--- src/rtl/pe_ctrl_pkg.sv ---
// Shared definitions for tile-array run controllers: FSM state encoding and default counter width.
package pe_ctrl_pkg;

  localparam int unsigned PE_CNT_W = 16;

  typedef enum logic [2:0] {
    ST_IDLE  = 3'd0,
    ST_FILL  = 3'd1,
    ST_RUN   = 3'd2,
    ST_DRAIN = 3'd3,
    ST_DONE  = 3'd4
  } pe_state_e;

endpackage : pe_ctrl_pkg

--- src/rtl/pe_wave_ctrl_if.sv ---
// Host-side control bus of the PE wavefront controller plus the per-tile enable fan-out.
interface pe_wave_ctrl_if #(
  parameter int unsigned NUM_PE = 4,
  parameter int unsigned CNT_W  = 16
);

  logic              start;
  logic [CNT_W-1:0]  run_len;
  logic              stall;
  logic [NUM_PE-1:0] ap_start;
  logic              busy;
  logic              done;
  logic [CNT_W:0]    phase;

  modport master (
    output start, run_len, stall,
    input  ap_start, busy, done, phase
  );

  modport slave (
    input  start, run_len, stall,
    output ap_start, busy, done, phase
  );

endinterface : pe_wave_ctrl_if

--- src/rtl/pe_wave_mask.sv ---
// Wavefront enable mask: tile i is active for phases i .. i+len-1.
module pe_wave_mask #(
  parameter int unsigned NUM_PE = 4,
  parameter int unsigned CNT_W  = 16
) (
  input  logic [CNT_W:0]    i_k,
  input  logic [CNT_W-1:0]  i_len,
  output logic [NUM_PE-1:0] o_mask
);

  localparam int unsigned KW = CNT_W + 1;

  // One extra bit keeps i+len from wrapping for any legal len.
  for (genvar i = 0; i < int'(NUM_PE); i++) begin : g_tile
    assign o_mask[i] = (i_k >= KW'(i)) && (i_k < (KW'(i) + KW'(i_len)));
  end

endmodule : pe_wave_mask

--- src/rtl/pe_wave_ctrl.sv ---
// Run controller turning a host start into a staggered, stallable ap_start wavefront across NUM_PE tiles.
module pe_wave_ctrl
  import pe_ctrl_pkg::*;
#(
  parameter int unsigned NUM_PE = 4,
  parameter int unsigned CNT_W  = PE_CNT_W
) (
  input  logic           clk,
  input  logic           reset,
  pe_wave_ctrl_if.slave  bus
);

  localparam int unsigned KW = CNT_W + 1;

  pe_state_e         r_state;
  logic [KW-1:0]     r_k;
  logic [CNT_W-1:0]  r_len;
  logic [NUM_PE-1:0] r_ap_start;
  logic              r_done;

  pe_state_e         w_state_nxt;
  logic [KW-1:0]     w_k_nxt;
  logic [CNT_W-1:0]  w_len_nxt;
  logic [NUM_PE-1:0] w_ap_nxt;
  logic              w_done_nxt;
  logic [NUM_PE-1:0] w_mask;
  logic [KW-1:0]     w_k_inc;
  logic [KW-1:0]     w_end;

  pe_wave_mask #(
    .NUM_PE (NUM_PE),
    .CNT_W  (CNT_W)
  ) u_mask (
    .i_k    (r_k),
    .i_len  (r_len),
    .o_mask (w_mask)
  );

  assign w_k_inc = r_k + KW'(1);
  // Last issue happens at k = len+NUM_PE-2, so k' reaching len+NUM_PE-1 ends the run.
  assign w_end   = KW'(r_len) + KW'(NUM_PE - 1);

  always_ff @(posedge clk) begin
    if (reset) begin
      r_state    <= ST_IDLE;
      r_k        <= '0;
      r_len      <= '0;
      r_ap_start <= '0;
      r_done     <= 1'b0;
    end else begin
      r_state    <= w_state_nxt;
      r_k        <= w_k_nxt;
      r_len      <= w_len_nxt;
      r_ap_start <= w_ap_nxt;
      r_done     <= w_done_nxt;
    end
  end

  always_comb begin
    w_state_nxt = r_state;
    w_k_nxt     = r_k;
    w_len_nxt   = r_len;
    w_ap_nxt    = '0;
    w_done_nxt  = 1'b0;
    case (r_state)
      ST_IDLE: begin
        if (bus.start) begin
          if (bus.run_len != '0) begin
            w_len_nxt   = bus.run_len;
            w_k_nxt     = '0;
            w_state_nxt = ST_FILL;
          end else begin
            w_state_nxt = ST_DONE;
          end
        end
      end
      ST_FILL, ST_RUN, ST_DRAIN: begin
        // A stalled cycle issues nothing and keeps the wavefront position.
        if (!bus.stall) begin
          w_ap_nxt = w_mask;
          w_k_nxt  = w_k_inc;
          if (w_k_inc >= w_end)                w_state_nxt = ST_DONE;
          else if (w_k_inc >= KW'(r_len))      w_state_nxt = ST_DRAIN;
          else if (w_k_inc >= KW'(NUM_PE - 1)) w_state_nxt = ST_RUN;
          else                                 w_state_nxt = ST_FILL;
        end
      end
      ST_DONE: begin
        w_done_nxt  = 1'b1;
        w_state_nxt = ST_IDLE;
      end
      default: w_state_nxt = ST_IDLE;
    endcase
  end

  assign bus.ap_start = r_ap_start;
  assign bus.done     = r_done;
  assign bus.busy     = (r_state != ST_IDLE);
  assign bus.phase    = r_k;

endmodule : pe_wave_ctrl

--- src/flat_wrapper.sv ---
// flat-port wrapper written by rule: the top's interface ports become plain ports
module pe_wave_ctrl_flat import pe_ctrl_pkg::*;
#(
  parameter int unsigned NUM_PE = 4,
  parameter int unsigned CNT_W  = PE_CNT_W
)
  (clk, reset, bus_start, bus_run_len, bus_stall, bus_ap_start, bus_busy, bus_done, bus_phase);
  pe_wave_ctrl_if #(.NUM_PE(NUM_PE), .CNT_W(CNT_W)) bus_i ();
  input  logic clk;
  input  logic reset;
  input wire logic [$bits(bus_i.start)-1:0] bus_start;
  input wire logic [$bits(bus_i.run_len)-1:0] bus_run_len;
  input wire logic [$bits(bus_i.stall)-1:0] bus_stall;
  output wire logic [$bits(bus_i.ap_start)-1:0] bus_ap_start;
  output wire logic [$bits(bus_i.busy)-1:0] bus_busy;
  output wire logic [$bits(bus_i.done)-1:0] bus_done;
  output wire logic [$bits(bus_i.phase)-1:0] bus_phase;
  assign bus_i.start = bus_start;
  assign bus_i.run_len = bus_run_len;
  assign bus_i.stall = bus_stall;
  assign bus_ap_start = bus_i.ap_start;
  assign bus_busy = bus_i.busy;
  assign bus_done = bus_i.done;
  assign bus_phase = bus_i.phase;
  pe_wave_ctrl #(.NUM_PE(NUM_PE), .CNT_W(CNT_W)) u_core (.clk(clk), .reset(reset), .bus(bus_i));
endmodule
--- config.mk ---
export PLATFORM = sky130hd
export DESIGN_NAME = pe_wave_ctrl_flat
export DESIGN_NICKNAME = d
export VERILOG_FILES = /design/src/rtl/pe_ctrl_pkg.sv /design/src/rtl/pe_wave_ctrl_if.sv /design/src/rtl/pe_wave_mask.sv /design/src/rtl/pe_wave_ctrl.sv /design/src/flat_wrapper.sv
export SDC_FILE = /design/constraint.sdc
export NUM_CORES = 1
export LEC_CHECK = 0
export CAP_MARGIN = 40
export CORE_AREA = 2 2 129 68
export CTS_CLUSTER_DIAMETER = 40
export DETAILED_ROUTE_END_ITERATION = 10
export DIE_AREA = 0 0 131 70
export PLACE_DENSITY = 0.83
export RECOVER_POWER = 25
export SLEW_MARGIN = 25
export SYNTH_ARGS = -nofsm -noshare
export SYNTH_HDL_FRONTEND = slang
export SYNTH_SLANG_ARGS = --single-unit
--- constraint.sdc ---
create_clock -name clk -period 6.6 [get_ports clk]
set_clock_uncertainty 0.05 [all_clocks]
set_input_delay 1.98 -clock clk [delete_from_list [all_inputs] [get_ports clk]]
set_output_delay 1.98 -clock clk [all_outputs]
set_load 0.01 [all_outputs]
==> flow_summary.ini, run 1 <==
[finish]
num-fill-cells = 666
finalInstanceArea_sq_mm = 0.00573
nNetsFinal = 762
drive_gt1_share_pct = 3.76
antenna_cells = 0
syn_to_final_growth_pct = 12.2
final_common_cell = ha_1
final_cells = 755
most-common-layout-cells = ha_1, nor2_1, xnor2_1, dfxtp_1, a21oi_1

[grt]
antenna_found_initial = 0
grt_pass1_vias = 4868
overflow = 0
grt_max_degree = 29
gr-usage-all-layers_pct = 35.1
grt_pass1_wl_um = 24900

[flow_run]
maxCapViolCount = 0

[clock_tree]
cts.hold.buffers_added = 0
clock_latency_ns = 0.30
cts_htree_levels = 2
cts_buffers = 5
cts_setup_buffers = 0
clock-root-buffer = clkbuf_16
path_clk_slew_ns = 0.07
cts.path.max_buffers = 2
cts_resized = 0
tritoncts = yes
cts_sinks = 41

[timing]
fmax_mhz = 222
finalSetupViolCount = 0
finalSetupTns_ns = 0
rsz0062_at_grt = no
hold_viol_final = 0
finalCritPeriodShare_pct = 68.1
holdWs_ns = 0.496
period_needed_ns = 4.50
tightest_slew_ns = 1.34
drv_slew = 0
relSlewSlack_pct = 10.5

[critical_path]
critPathKind = input pin to flop
rrSetupSlack_ns = 2.64
rr_worst_depth = 11
critPathLaunch = bus_stall
worstSetupEndpoint = u_core.bus.ap_start[0]
startpoint_type = input pin
timing.rr.end = u_core.r_state[0]
cp_data_required_time_ns = 6.77
rr_startpoint = u_core.bus.phase[1]
endpoint_kind = flop
crit_fanout = 19
arrival_ns = 4.66

[power_and_ir_drop]
peakVddDrop_v = 0.000151
p_int_mw = 0.598
report.power.total_mw = 0.895
switchingPower_mw = 0.298
switching_share_pct = 33.2
p_clk_share_pct = 36.3
power_density_mw_per_mm2 = 156
power_frac_comb_pct = 31.3
power.leakage_nw = 2.45
pwr-share-seq_pct = 32.4

[logic_synthesis]
yosysSeqAreaShare_pct = 16.1
synth_seq_cells = 41
synth_edf_count = 0
synth_cells = 616
synth-async-reset-ratio_pct = 0
syn_avg_cell_area_sq_um = 8.29
netlist_area_sq_mm = 0.00510
ys_warn_count = 0
synthDistinctLibCells = 63
dominantRegCellSynth = dfxtp_1
syn_nets = 741

[route]
vias = 4930
wire_per_inst_um = 20.3
drt-total-wl_um = 15300
avgViaCountPerCell = 6.53
ant_nets = 0
drc_errors = 0
drt_iter0_markers = 493
firstDrtPassIters = 5

[floorplanning]
ioPinCount = 43
die_h_um = 70
dieArea_sq_mm = 0.00917
die_x_um = 131
initial_core_util_pct = 61.8
core_sq_mm = 0.00826
rows = 24

[placed_design]
place.detailed.hpwl_um = 12100
port-buffer-count = 42
dp_cells = 747
place.gp.congestion = 1.03
dpl-instance-area_sq_mm = 0.00555

[hold_path]
worstHoldPathCells = 2
hold_class = flop to flop

[outcome]
status = complete, no violations
-- flip-flops by register name, indices dropped and copies added (netlist names) --
name,flops
u_core.bus.ap_start,4
u_core.bus.done,1
u_core.bus.phase,17
u_core.r_len,16
u_core.r_state,3
-- cell families (layout without fill, tap and decap cells) --
kind of cell | count (synthesis) | after routing | synth area share (%)
and+or+nand+nor | 209 | 209 | 22.5
AOI/OAI and AO/OA | 123 | 123 | 16.5
adders and majority gates | 105 | 105 | 25.7
xor gates and xnor gates | 60 | 60 | 10.4
buffers and inverters | 60 | 82 | 5.24
DFF | 41 | 41 | 16.1
muxes | 18 | 18 | 3.55
-- area by class of cell --
type                    instances  area, sq um  share of cell area [%]
clock inverters                 3         65.1                    1.14
repair buffers                 47          450                    7.87
well taps                     117          146                    2.56
flip-flops and latches         41          821                    14.3
multi-input cells             515         4020                    70.1
inverters                      27          101                    1.77
clock buffers                   5          125                    2.19
-- worst min path at each step --
| stage | startpoint | endpoint | slack (ns) |
|---|---|---|---|
| 3_5_place_dp | u_core.r_state[1] | u_core.r_state[1] | 0.48 |
| 4_1_cts | u_core.r_state[1] | u_core.r_state[1] | 0.49 |
| 3_3_place_gp | u_core.r_state[1] | u_core.r_state[1] | 0.46 |
| 6_report | u_core.r_state[1] | u_core.r_state[1] | 0.50 |
| 2_1_floorplan | u_core.r_state[1] | u_core.r_state[1] | 0.43 |
| 5_1_grt | u_core.r_state[1] | u_core.r_state[1] | 0.53 |
-- power groups by stage --
stage	Clock [mW]	Sequential, mW	Combinational, mW
4_1_cts	0.324	0.289	0.277
3_5_place_dp	0	0.294	0.274
3_3_place_gp	0	0.294	0.259
2_1_floorplan	0	0.274	0.209
6_report	0.325	0.290	0.280
5_1_grt	0.334	0.292	0.308
-- metrics by stage --
| step | utilization, % | setup slack, ns |
|---|---|---|
| floorplan | - | 3.25 |
| global placement | 67.0 | 2.12 |
| detailed placement | 67.2 | 1.91 |
| CTS | 69.5 | 2.20 |
| global route | 69.3 | 2.05 |
| finish | 69.3 | 2.10 |
-- cells in the mapped netlist, types with 4 or more instances --
master / instances / area, sq um
dfxtp_1: 41 / 821
a2111oi_0: 4 / 35.0
o21ai_0: 15 / 75.1
clkbuf_1: 20 / 75.1
xor2_1: 11 / 96.3
nand2_1: 31 / 116
nor3_1: 17 / 85.1
xnor2_1: 48 / 420
nand2b_1: 4 / 25.0
and4_1: 4 / 35.0
mux2i_1: 17 / 170
a22oi_1: 8 / 60.1
o211ai_1: 9 / 67.6
nor4_1: 11 / 68.8
nor2b_1: 8 / 50.1
a21oi_1: 34 / 170
a21o_1: 11 / 82.6
buf_2: 7 / 35.0
nor2_1: 61 / 229
a311oi_1: 7 / 61.3
inv_1: 26 / 97.6
o21a_1: 5 / 37.5
nand4_1: 18 / 113
ha_1: 105 / 1310
nand3_1: 28 / 140
or3_1: 4 / 25.0
-- layer usage --
metal / vias up / routed length [um] / track usage, %
li1: 2309 / - / -
met1: 2310 / 7030 / 51.3
met2: 272 / 6450 / 53.0
met3: 39 / 1460 / 5.44
met4: 0 / 407 / 10.5
met5: - / 0 / 0
-- critical path, cell delays in order --
cell             delay (ns)
clkdlybuf4s50_1        0.55
nor3_4                 0.68
nand2b_1               0.35
a2111oi_0              0.73
nand3_1                0.19
o21ai_1                0.18
No activity file was read; power rests on OpenSTA's default activity.
==> run 2: changes to the inputs <==
Settings changed: CORE_AREA 2 2 129 68 to 2 2 134 71, DIE_AREA 0 0 131 70 to 0 0 136 73, PLACE_DENSITY 0.83 to 0.77.
Clock period 6.6 ns to 4.41 ns, I/O delays scaled along.
==> run 2 against run 1 <==
Effect of this change: cell area fell by 0.35%; sequential power up 51%; worst hold slack got worse by 0.036 ns; wire length decreased by 3.4%; utilization shrank 5.6 points; clock power increased by 22%; flip-flop and latch count stayed put; largest cell class unchanged; sequential share of layout area is 0.050 points higher; critical endpoint is now u_core.r_state[0]; register-to-register slack got worse by 2.4 ns; the run now ends with max-capacitance violations, max-slew violations left; critical path type is now flop to flop; global-route usage down 3.8 points; critical path depth grew 6; via count decreased by 1.2%.
==> flow_summary.ini, run 2 (same netlist as run 1, synthesis figures left out) <==
[outcome]
status = finished with violations
violations = max-capacitance violations, max-slew violations

[power_and_ir_drop]
power.leakage_nw = 2.45
power_density_mw_per_mm2 = 219
peakVddDrop_v = 0.000136

[route]
ant_nets = 0
drt_iter0_markers = 434
avgViaCountPerCell = 6.40
drc_errors = 0
firstDrtPassIters = 5
drt-total-wl_um = 14800
vias = 4869
wire_per_inst_um = 19.5

[timing]
relSlewSlack_pct = -15.5
rsz0062_at_grt = no
layout_setup_ws_ns = 0.281
tightest_slew_ns = 1.73
period_needed_ns = 4.13
drv_slew = 38
finalCritPeriodShare_pct = 93.6
hold_viol_final = 0
finalSetupViolCount = 0
finalSetupTns_ns = 0
holdWs_ns = 0.460
fmax_mhz = 242

[critical_path]
cp_data_required_time_ns = 4.58
crit_fanout = 15
endpoint_kind = flop
critPathKind = flop to flop
rrSetupSlack_ns = 0.28
arrival_ns = 4.29
startpoint_type = flop

[finish]
final_common_cell = ha_1
largest_register_ffs = 17
drive_gt1_share_pct = 4.06
finalInstanceArea_sq_mm = 0.00571
nNetsFinal = 764
antenna_cells = 0
syn_to_final_growth_pct = 11.8
most-common-layout-cells = ha_1, nor2_1, xnor2_1, dfxtp_1, a21oi_1

[grt]
grt_pass1_vias = 4453
antenna_found_initial = 0
grt_pass1_wl_um = 23700
grt_max_degree = 38
overflow = 0
gr-usage-all-layers_pct = 31.3

[floorplanning]
die_x_um = 136
rows = 25
dieArea_sq_mm = 0.00993
initial_core_util_pct = 57.1
die_h_um = 73
core_sq_mm = 0.00895
ioPinCount = 43

[clock_tree]
cts.hold.buffers_added = 0
cts.path.max_buffers = 2
cts_htree_levels = 2
cts_sinks = 41
clock-root-buffer = clkbuf_16
cts_setup_buffers = 0
cts_resized = 0
clock_latency_ns = 0.29
tritoncts = yes
cts_buffers = 5
path_clk_slew_ns = 0.06

[flow_run]
maxCapViolCount = 1

[placed_design]
pre_cts_slack_ns = 0.473
port-buffer-count = 42
place.detailed.hpwl_um = 11800
place.gp.congestion = 0.949
dpl-instance-area_sq_mm = 0.00556

[hold_path]
hold_class = flop to flop
[run 2: cell count changes in the layout (fill, tap and decap cells not counted), sizes merged]
cell	previous run	this run
bufinv	2	0
clkbuf	9	11
buf	1	3
[run 2: layout make-up]
cell class / instances / area, sq um
flip-flops and latches: 41 / 821
inverters: 27 / 101
fillers: 754 / 3240
clock inverters: 1 / 5.00
well taps: 121 / 151
clock buffers: 7 / 153
multi-input cells: 515 / 4020
repair buffers: 49 / 458
[run 2: power by group]
part / switching (mW) / internal, mW
registers: 0.0464 / 0.390
logic: 0.236 / 0.180
clock network: 0.156 / 0.240
total: 0.438 / 0.810
[run 2: path summary, 6_finish.rpt]
check | from | to | cells past startpoint
setup / recovery | u_core.bus.phase[1] | u_core.r_state[0] | 12
hold / removal | u_core.r_state[1] | u_core.r_state[1] | 2
setup reg to reg | u_core.bus.phase[1] | u_core.r_state[0] | 12
hold reg to reg | u_core.r_state[1] | u_core.r_state[1] | 2
[run 2: per-stage QoR]
stage / util, % / power [mW] / instances
after detailed placement: 62.2 / 0.850 / 753
final: 63.8 / 1.25 / 761
after global routing: 63.8 / 1.32 / 761
after CTS: 63.9 / 1.25 / 761
after floorplan: - / 0.723 / 616
after global placement: 62.2 / 0.832 / 753
[run 2: critical path: stages (launching register included)]
cell and delay (ns):
dfxtp_1 0.74, ha_1 0.54, nand3_4 0.20, nor4_2 0.42
nand3_1 0.15, xnor2_1 0.42, ha_1 0.33, nand4_1 0.11
nor3_1 0.08, a211oi_1 0.46, and3b_1 0.26, nand2_1 0.09
o211ai_1 0.21
[run 2: per-layer routing]
metal | global-route usage, % | vias up | share of wire [%] | routed length (um)
met4 | 7.99 | 0 | 1.7 | 250
met3 | 6.74 | 26 | 9.0 | 1330
met1 | 46.2 | 2325 | 49 | 7240
met2 | 45.8 | 199 | 41 | 6010
met5 | 0 | - | 0 | 0
li1 | - | 2319 | - | -
